--- src/rtl/sync_fifo_traffic_gen.sv ---
// Traffic generator and checker for a synchronous FIFO.
// Each run writes NUM_WORDS words of PATTERN ^ index and reads them back.
// Every returned word is compared with the expected sequence, and the
// empty/full flags are cross-checked against a local occupancy model.
//
// state    | meaning
// ---------+------------------------------------------------------------
// S_IDLE   | waiting for start; results of the last run are held
// S_FILL   | mode 0: writing until the FIFO is full or all words are sent
// S_DRAIN  | mode 0: reading until the FIFO is empty
// S_STREAM | modes 1-3: writing and reading concurrently
// S_FLUSH  | one extra cycle so the final read data is compared
// S_DONE   | pass is resolved; then back to S_IDLE
module sync_fifo_traffic_gen #(
   parameter int                    DATA_WIDTH = 32,
   parameter int                    DEPTH      = 16,
   parameter int                    NUM_WORDS  = 64,
   parameter logic [DATA_WIDTH-1:0] PATTERN    = DATA_WIDTH'(32'hA5A5_0000),
   parameter logic [15:0]           LFSR_SEED  = 16'hACE1,
   parameter int                    TIMEOUT    = 1024
) (
   input  logic                  clk_i,
   input  logic                  rst_i,
   input  logic                  start_i,
   input  logic [1:0]            mode_i,
   output logic                  write_o,
   output logic [DATA_WIDTH-1:0] wData_o,
   output logic                  read_o,
   input  logic [DATA_WIDTH-1:0] rdData_i,
   input  logic                  empty_i,
   input  logic                  full_i,
   output logic                  busy_o,
   output logic                  done_o,
   output logic                  pass_o,
   output logic                  timeout_o,
   output logic [15:0]           data_err_count_o,
   output logic [15:0]           flag_err_count_o,
   output logic [15:0]           first_err_index_o
);

   localparam int               OCC_W    = $clog2(DEPTH + 1);
   localparam int               TMR_W    = $clog2(TIMEOUT + 1);
   localparam logic [15:0]      LAST_IDX = 16'(NUM_WORDS);
   localparam logic [OCC_W-1:0] OCC_FULL = OCC_W'(DEPTH);
   localparam logic [TMR_W-1:0] TMR_LOAD = TMR_W'(TIMEOUT - 1);

   typedef enum logic [2:0] {
      S_IDLE, S_FILL, S_DRAIN, S_STREAM, S_FLUSH, S_DONE
   } state_t;

   state_t                  state_q, state_d;
   logic [1:0]              mode_q;
   logic [15:0]             wr_idx_q, rd_idx_q;
   logic [OCC_W-1:0]        occ_q;
   logic [15:0]             lfsr_q;
   logic [TMR_W-1:0]        tmr_q;
   logic                    chk_q;
   logic [DATA_WIDTH-1:0]   exp_q;
   logic [15:0]             chk_idx_q;
   logic [15:0]             data_err_q, flag_err_q, first_err_q;
   logic                    done_q, pass_q, timeout_q;

   logic active, wr_gate, rd_gate, wr_ok, rd_ok, wr_en, rd_en, abort, flag_bad;

   assign active   = (state_q == S_FILL) || (state_q == S_DRAIN) ||
                     (state_q == S_STREAM) || (state_q == S_FLUSH);
   assign wr_gate  = (mode_q == 2'd2) ? lfsr_q[0] : 1'b1;
   assign rd_gate  = (mode_q == 2'd2) ? lfsr_q[1] : 1'b1;
   assign wr_ok    = !full_i && (wr_idx_q != LAST_IDX) && wr_gate;
   assign rd_ok    = !empty_i && (rd_idx_q != LAST_IDX) && rd_gate;
   assign flag_bad = (empty_i && full_i) || (empty_i != (occ_q == '0)) ||
                     (full_i != (occ_q == OCC_FULL));

   // State register.
   always_ff @(posedge clk_i) begin
      if (rst_i) state_q <= S_IDLE;
      else       state_q <= state_d;
   end

   // Next state and FIFO strobes; a stall timeout overrides every active state.
   always_comb begin
      state_d = state_q;
      wr_en   = 1'b0;
      rd_en   = 1'b0;
      abort   = 1'b0;
      case (state_q)
         S_IDLE: begin
            if (start_i) state_d = (mode_i == 2'd0) ? S_FILL : S_STREAM;
         end
         S_FILL: begin
            wr_en = wr_ok;
            if (full_i || (wr_idx_q == LAST_IDX)) state_d = S_DRAIN;
         end
         S_DRAIN: begin
            rd_en = rd_ok;
            if (empty_i) state_d = (wr_idx_q != LAST_IDX) ? S_FILL : S_FLUSH;
         end
         S_STREAM: begin
            wr_en = wr_ok;
            rd_en = rd_ok;
            if (rd_idx_q == LAST_IDX) state_d = S_FLUSH;
         end
         S_FLUSH: state_d = S_DONE;
         S_DONE:  state_d = S_IDLE;
         default: state_d = S_IDLE;
      endcase
      if (active && !wr_en && !rd_en && (tmr_q == '0)) begin
         abort   = 1'b1;
         state_d = S_DONE;
      end
   end

   // Run bookkeeping: indices, occupancy model, LFSR, stall timer and checks.
   always_ff @(posedge clk_i) begin
      if (rst_i) begin
         mode_q      <= 2'd0;
         wr_idx_q    <= '0;
         rd_idx_q    <= '0;
         occ_q       <= '0;
         lfsr_q      <= LFSR_SEED;
         tmr_q       <= TMR_LOAD;
         chk_q       <= 1'b0;
         exp_q       <= '0;
         chk_idx_q   <= '0;
         data_err_q  <= '0;
         flag_err_q  <= '0;
         first_err_q <= 16'hFFFF;
         done_q      <= 1'b0;
         pass_q      <= 1'b0;
         timeout_q   <= 1'b0;
      end else if ((state_q == S_IDLE) && start_i) begin
         mode_q      <= mode_i;
         wr_idx_q    <= '0;
         rd_idx_q    <= '0;
         occ_q       <= '0;
         tmr_q       <= TMR_LOAD;
         chk_q       <= 1'b0;
         data_err_q  <= '0;
         flag_err_q  <= '0;
         first_err_q <= 16'hFFFF;
         done_q      <= 1'b0;
         pass_q      <= 1'b0;
         timeout_q   <= 1'b0;
      end else if (active) begin
         if (wr_en) wr_idx_q <= wr_idx_q + 16'd1;
         if (rd_en) rd_idx_q <= rd_idx_q + 16'd1;
         if (wr_en && !rd_en)      occ_q <= occ_q + OCC_W'(1);
         else if (rd_en && !wr_en) occ_q <= occ_q - OCC_W'(1);
         lfsr_q <= {lfsr_q[14:0], lfsr_q[15] ^ lfsr_q[13] ^ lfsr_q[12] ^ lfsr_q[10]};
         if (wr_en || rd_en)  tmr_q <= TMR_LOAD;
         else if (!abort)     tmr_q <= tmr_q - TMR_W'(1);
         if (abort) timeout_q <= 1'b1;
         chk_q     <= rd_en;
         exp_q     <= PATTERN ^ DATA_WIDTH'(rd_idx_q);
         chk_idx_q <= rd_idx_q;
         if (chk_q && (rdData_i != exp_q)) begin
            if (data_err_q != 16'hFFFF) data_err_q <= data_err_q + 16'd1;
            if (data_err_q == '0)       first_err_q <= chk_idx_q;
         end
         if (flag_bad && (flag_err_q != 16'hFFFF)) flag_err_q <= flag_err_q + 16'd1;
      end else if (state_q == S_DONE) begin
         chk_q  <= 1'b0;
         done_q <= 1'b1;
         pass_q <= (data_err_q == '0) && (flag_err_q == '0) && !timeout_q;
      end
   end

   assign write_o           = wr_en;
   assign read_o            = rd_en;
   assign wData_o           = wr_en ? (PATTERN ^ DATA_WIDTH'(wr_idx_q)) : '0;
   assign busy_o            = active;
   assign done_o            = done_q;
   assign pass_o            = pass_q;
   assign timeout_o         = timeout_q;
   assign data_err_count_o  = data_err_q;
   assign flag_err_count_o  = flag_err_q;
   assign first_err_index_o = first_err_q;

endmodule

--- config.mk ---
export PLATFORM = sky130hd
export DESIGN_NAME = sync_fifo_traffic_gen
export DESIGN_NICKNAME = d
export VERILOG_FILES = /design/src/rtl/sync_fifo_traffic_gen.sv
export SDC_FILE = /design/constraint.sdc
export NUM_CORES = 1
export LEC_CHECK = 0
export CAP_MARGIN = 25
export CORE_ASPECT_RATIO = 0.7
export CORE_MARGIN = 3
export CORE_UTILIZATION = 35
export DETAILED_ROUTE_END_ITERATION = 16
export PLACE_DENSITY_LB_ADDON = 0.1
export SLEW_MARGIN = 10
export SYNTH_ARGS = -nofsm -noshare
export SYNTH_HDL_FRONTEND = slang
export SYNTH_SLANG_ARGS = --single-unit
--- constraint.sdc ---
create_clock -name clk_i -period 2.95 [get_ports clk_i]
set_input_delay 0.4425 -clock clk_i [delete_from_list [all_inputs] [get_ports clk_i]]
set_output_delay 0.4425 -clock clk_i [all_outputs]
set_load 0.05 [all_outputs]
Word level (Yosys, flattened, before mapping)
Index checks and enable logic that the tools add are counted.
- add/subtract/negate cells: 7
- equality and inequality tests: 25
- muxes and demuxes: 20
- bitwise gates (word level): 5
- reductions and logical operators: 51
- operators with widths (cell ; number):
    16-bit by 1-bit adder with 16-bit output, second input constant ; 4
    16-bit by 7-bit == test with 1-bit output, second input constant ; 2
    16-bit zero test ; 2
    32-bit two-way mux ; 1
    16-bit != test, second input constant ; 2
    16-bit by 7-bit != test with 1-bit output, second input constant ; 2
    32-bit != test ; 1
    11-bit two-way mux ; 2
    3-bit two-way mux ; 6
    2-bit AND reduction ; 8
    1-bit logical AND ; 15
    3-bit case mux with 5 select lines ; 1
    11-bit zero test ; 1
    11-bit by 1-bit subtractor with 11-bit output, second input constant ; 1
    5-bit two-way mux ; 2
    4-bit AND reduction ; 2
    2-bit OR reduction ; 4
    1-bit logical OR ; 7
    1-bit two-way mux ; 7
    3-bit by 2-bit == test with 1-bit output, second input constant ; 2
    3-bit == test, second input constant ; 2
    2-bit by 1-bit != test with 1-bit output, second input constant ; 3
    3-bit by 1-bit != test with 1-bit output, second input constant ; 2
    3-bit AND reduction ; 2
    17 further kinds ; 27
- register bits after elaboration: 154

Longest topological paths before layout
- word-level depth: 11
- mapped depth: 16
- mapped depth without buffers: 14

Worst setup path before layout
OpenSTA, ideal clock, no wires.
- path type: register to register
- start: register wr_idx_q[0]
- end: register occ_q[4]
- library setup time: 117 ps
- arrival: 3426 ps
- required time: 2833 ps
- slack: -593 ps
- cell stages (with the launch flop): 17
- path buffers: 2
- clock period less this slack: 3543 ps
- path through: dfxtp_1 -> inv_1 -> ha_1 -> nor4bb_1 -> and4_1 -> nor2b_1 -> buf_4 -> clkbuf_1 -> ha_1 -> inv_1 -> fa_1 -> a21o_1 -> a21oi_1 -> xnor2_1 -> nand2_1 -> xor2_1 -> nor2_1
- cells in the longest elaborated chain, start to end: 8
- elaborated cells on any way between the ends: 10
- classes of those cells: eq/ne: 1; mux: 2; reduce/logical: 7
- RTL lines (element ; RTL line ; RTL):
    from (decl) ; 53 ; logic [15:0] wr_idx_q, rd_idx_q;
    from (signal assigned) ; 145 ; if (wr_en) wr_idx_q <= wr_idx_q + 16'd1;
    16-bit by 7-bit != test with 1-bit output (*) ; 69 ; assign wr_ok = !full_i && (wr_idx_q != LAST_IDX) && wr_gate;
    1-bit logical AND (*) (2 in a row) ; 69 ;
    1-bit two-way mux (*) ; 86 ; case (state_q)
    via write_o ; 26 ; output logic write_o,
    1-bit zero test ; 148 ; else if (rd_en && !wr_en) occ_q <= occ_q - OCC_W'(1);
    1-bit logical AND ; 148 ;
    2-bit nonzero test (no line) ; -- ;
    2-bit AND reduction (no line) ; -- ;
    to (signal assigned) ; 147 ; if (wr_en && !rd_en) occ_q <= occ_q + OCC_W'(1);
    to (signal assigned) ; 148 ;
    to (decl) ; 54 ; logic [OCC_W-1:0] occ_q;
Mark *: on every way through the listed nets, which the timed path passes. The rest lies on a longest branch.
A chain may end at the register's enable or synchronous reset.

Worst setup path in the final report
- start: register wr_idx_q[0]
- end: output port wData_o[3]
- cells in the longest elaborated chain, start to end: 5
- RTL lines (element ; RTL line ; RTL):
    16-bit by 7-bit != test with 1-bit output ; 69 ;
    1-bit logical AND (2 in a row) ; 69 ;
    1-bit two-way mux ; 86 ;
    32-bit two-way mux ; 170 ; assign wData_o = wr_en ? (PATTERN ^ DATA_WIDTH'(wr_idx_q)) : '0;
    to (decl) ; 27 ; output logic [DATA_WIDTH-1:0] wData_o,
No other way between the ends.

==> qor.csv <==
metric,value,unit
initial drt markers,417,
Clk network pwr share,46.4,%
row cnt,42,
sequential-to-total area share from yosys stat,40.0,%
WL final,17.8,mm
Worst Path Arrival,2.31,ns
Yosys top cell by area,dfxtp_1,
Placed Cells,1212,
Core Region,19100,µm²
critical register-to-register path endpoint,occ_q[4]$_SDFFE_PP0P_,
VDD IR max,0.000341,V
Mapped Area,6900,µm²
Internal,3890,µW
clk slew on worst S/H paths,0.06,ns
final non-filler cell total,1243,
distinct cell type count of the synthesized netlist,59,
"Top FF cell, synth",dfxtp_1,
IO Port Bufs,116,
Combinational Power Share,15.9,%
DRC,0,
top-area cell type share of the netlist area,40.0,%
Root Buffer,clkbuf_16,
hold crit path type,flip-flop to flip-flop,
WL per Instance,14.3,µm
R2R Setup Slk,0.26,ns
Sequential Power Share,37.7,%
placed wire-length estimate,12.8,mm
Final min period,2.75,ns
Mapped Cells,839,
share of cells above drive strength 1,12.9,%
RD Place Congestion,0.805,
Clock Sinks,138,
final setup fails,0,
Placed Area,8740,µm²
YS warnings,0,
Min-Delay Startpoint,done_o$_SDFFE_PP0P_,
worst r2r path cells,14,
RSZ-0062 raised after global routing,false,
vias,6215,
"Req. time, crit path",2.51,ns
grt ovf,0,
Pre-antenna DRT Iters,5,
Hold Slack,0.450,ns
Worst setup EP type,output pin,
Setup CP Type,flip-flop to output pin,
max-slew violations,0,
final core occ,49.4,%
pin count of the biggest net entering global routing,52,
status,"complete, no violations",
CTS Buf Count,17,
# diodes,0,
initial antenna violation count,0,
Clock Tree Buf Depth,2,
"Net count, final",1021,
die width,174,µm
most frequent cells in the layout,"dfxtp_1, nand2_1, clkdlybuf4s50_1, nor2_1, a21oi_1",
worst skew pair latency,0.42,ns
final hold vios,0,
"EDFF count, synth",0,
Sw Share,25.9,%
#FFs+latches synth,138,
Worst Hold Endpoint,done_o$_SDFFE_PP0P_,
vias in the first global route,5754,
GRT Util Overall,17.0,%
reg2reg start,rd_idx_q[0]$_SDFFE_PP0P_,
global-route wire length before repair,30.0,mm
DR vias/cell,5.00,
die height,123,µm
Setup Buffers After CTS,0,
Top Ports,125,
Setup TNS,0,ns
slew of the pin with the lowest slew margin,0.611,ns
maxcap violations,0,
Power per Cell Area,556,nW/µm²
Mean Syn Cell Area,8.22,µm²
fin area,9450,µm²
CP Max Fanout,26,
synth top area cells,"dfxtp_1, nand2_1, xnor2_1",
CTS tree,done,
Async SR Flop Fraction,0,%
period utilisation layout,93.3,%
Switch Pwr,1360,µW
Max Freq,363,MHz
P&R area growth vs syn,36.9,%
crit path launch type,flip-flop,
initial core utilization,36.1,%
die area,21500,µm²
Clock Skews,0.00795,ns
antenna-violating nets left,0,
WHS Path Cells,2,
Slew headroom,58.9,%
Leak,0.00334,µW
H-tree levels,4,
"commonest non-fill, non-tap cell in the layout",dfxtp_1,
-- flip-flops by register name (all words and copies together), names as in the netlist, 2 cells and up --
name,cells
data_err_count_o,16
first_err_index_o,16
flag_err_count_o,16
lfsr_q,16
rd_idx_q,16
wr_idx_q,16
chk_idx_q,15
tmr_q,11
occ_q,5
state_q,3
exp_q,2
mode_q,2
-- metrics by stage --
| stage | worst slack [ns] | total power [µW] |
|---|---|---|
| detailed placement | -0.0280 | 2860 |
| floorplan | 0.0568 | 2560 |
| finish | 0.197 | 5250 |
| global placement | -0.0189 | 2860 |
| global route | 0.0264 | 5490 |
| CTS | 0.0890 | 5320 |
-- power groups by stage --
stage               clock [µW]  combinational [µW]  sequential (µW)
global placement             0                 839             2020
finish                    2430                 834             1980
floorplan                    0                 520             2040
global route              2570                 923             1990
detailed placement           0                 837             2020
CTS                       2500                 842             1980
-- logic make-up (layout without fill, tap and decap cells) --
logic type      Yosys count  count (layout)  synth area share (%)
simple gates            405             405                  30.3
flops                   138             138                  40.0
compound gates          107             107                  9.00
buf+inv                  84             217                  6.00
xor+xnor                 65              65                  8.25
mux                      24              24                  3.52
fa+ha+maj                15              15                  2.83
other cells               1               8                0.0544
-- synthesized netlist by cell type, types with 3 or more instances --
master,instances
nand3b_1,9
mux2i_1,22
nand2_1,120
and2_1,12
buf_2,13
nand3_1,22
buf_4,20
nor4b_1,6
and4_1,3
o31ai_1,3
inv_1,22
or4_1,6
nor3b_1,6
a21oi_1,56
ha_1,14
nor3_1,28
xnor2_1,45
nor4_1,28
nor2_1,72
o211ai_1,3
dfxtp_1,138
xor2_1,20
or4b_2,4
inv_2,3
nor2b_1,4
nand4_1,37
buf_1,5
clkbuf_1,20
o21ai_0,28
and3_1,12
or3_1,22
-- timing repair --
item / 4_1_cts / 5_1_grt
setup endpoints to repair: 6 / 15
gates cloned: 0 / 0
endpoints found under the hold margin: 0 / 0
gates resized for setup: 1 / 5
hold buffers: 0 / 0
-- area by class of cell --
class | count | area, µm²
Multi-Input combinational cell | 624 | 3790
Clock buffer | 20 | 457
Sequential cell | 138 | 2760
Inverter | 25 | 93.8
Fill cell | 1880 | 9680
Timing Repair Buffer | 161 | 1800
Clock inverter | 11 | 216
Tap cell | 264 | 330
-- worst max-delay path: stages (launching register included) --
cell and delay, ns:
dfxtp_1 0.39, inv_1 0.08, ha_1 0.20, nor4bb_2 0.17
and4_1 0.23, nor2b_2 0.13, buf_4 0.14, buf_12 0.19
and2_1 0.21, buf_12 0.15
-- worst max-delay path by stage --
| stage | from | end | slack (ns) | depth (start not counted) |
|---|---|---|---|---|
| final | wr_idx_q[0]$_SDFFE_PP0P_ | wData_o[3] | 0.20 | 9 |
| after global routing | wr_idx_q[0]$_SDFFE_PP0P_ | wData_o[1] | 0.03 | 10 |
| after CTS | wr_idx_q[0]$_SDFFE_PP0P_ | wData_o[3] | 0.09 | 9 |
| after detailed placement | full_i | occ_q[4]$_SDFFE_PP0P_ | -0.03 | 13 |
| after global placement | full_i | occ_q[4]$_SDFFE_PP0P_ | -0.02 | 13 |
| after floorplan | wr_idx_q[0]$_SDFFE_PP0P_ | occ_q[4]$_SDFFE_PP0P_ | 0.06 | 16 |
-- routing by layer --
metal,GRT usage (%),wire [µm],up-vias
li1,-,-,3176
met4,3.66,91,0
met3,4.30,977,9
met5,0,0,-
met1,26.4,9870,2879
met2,23.1,6860,151
Power figures use the tool's default switching activity.
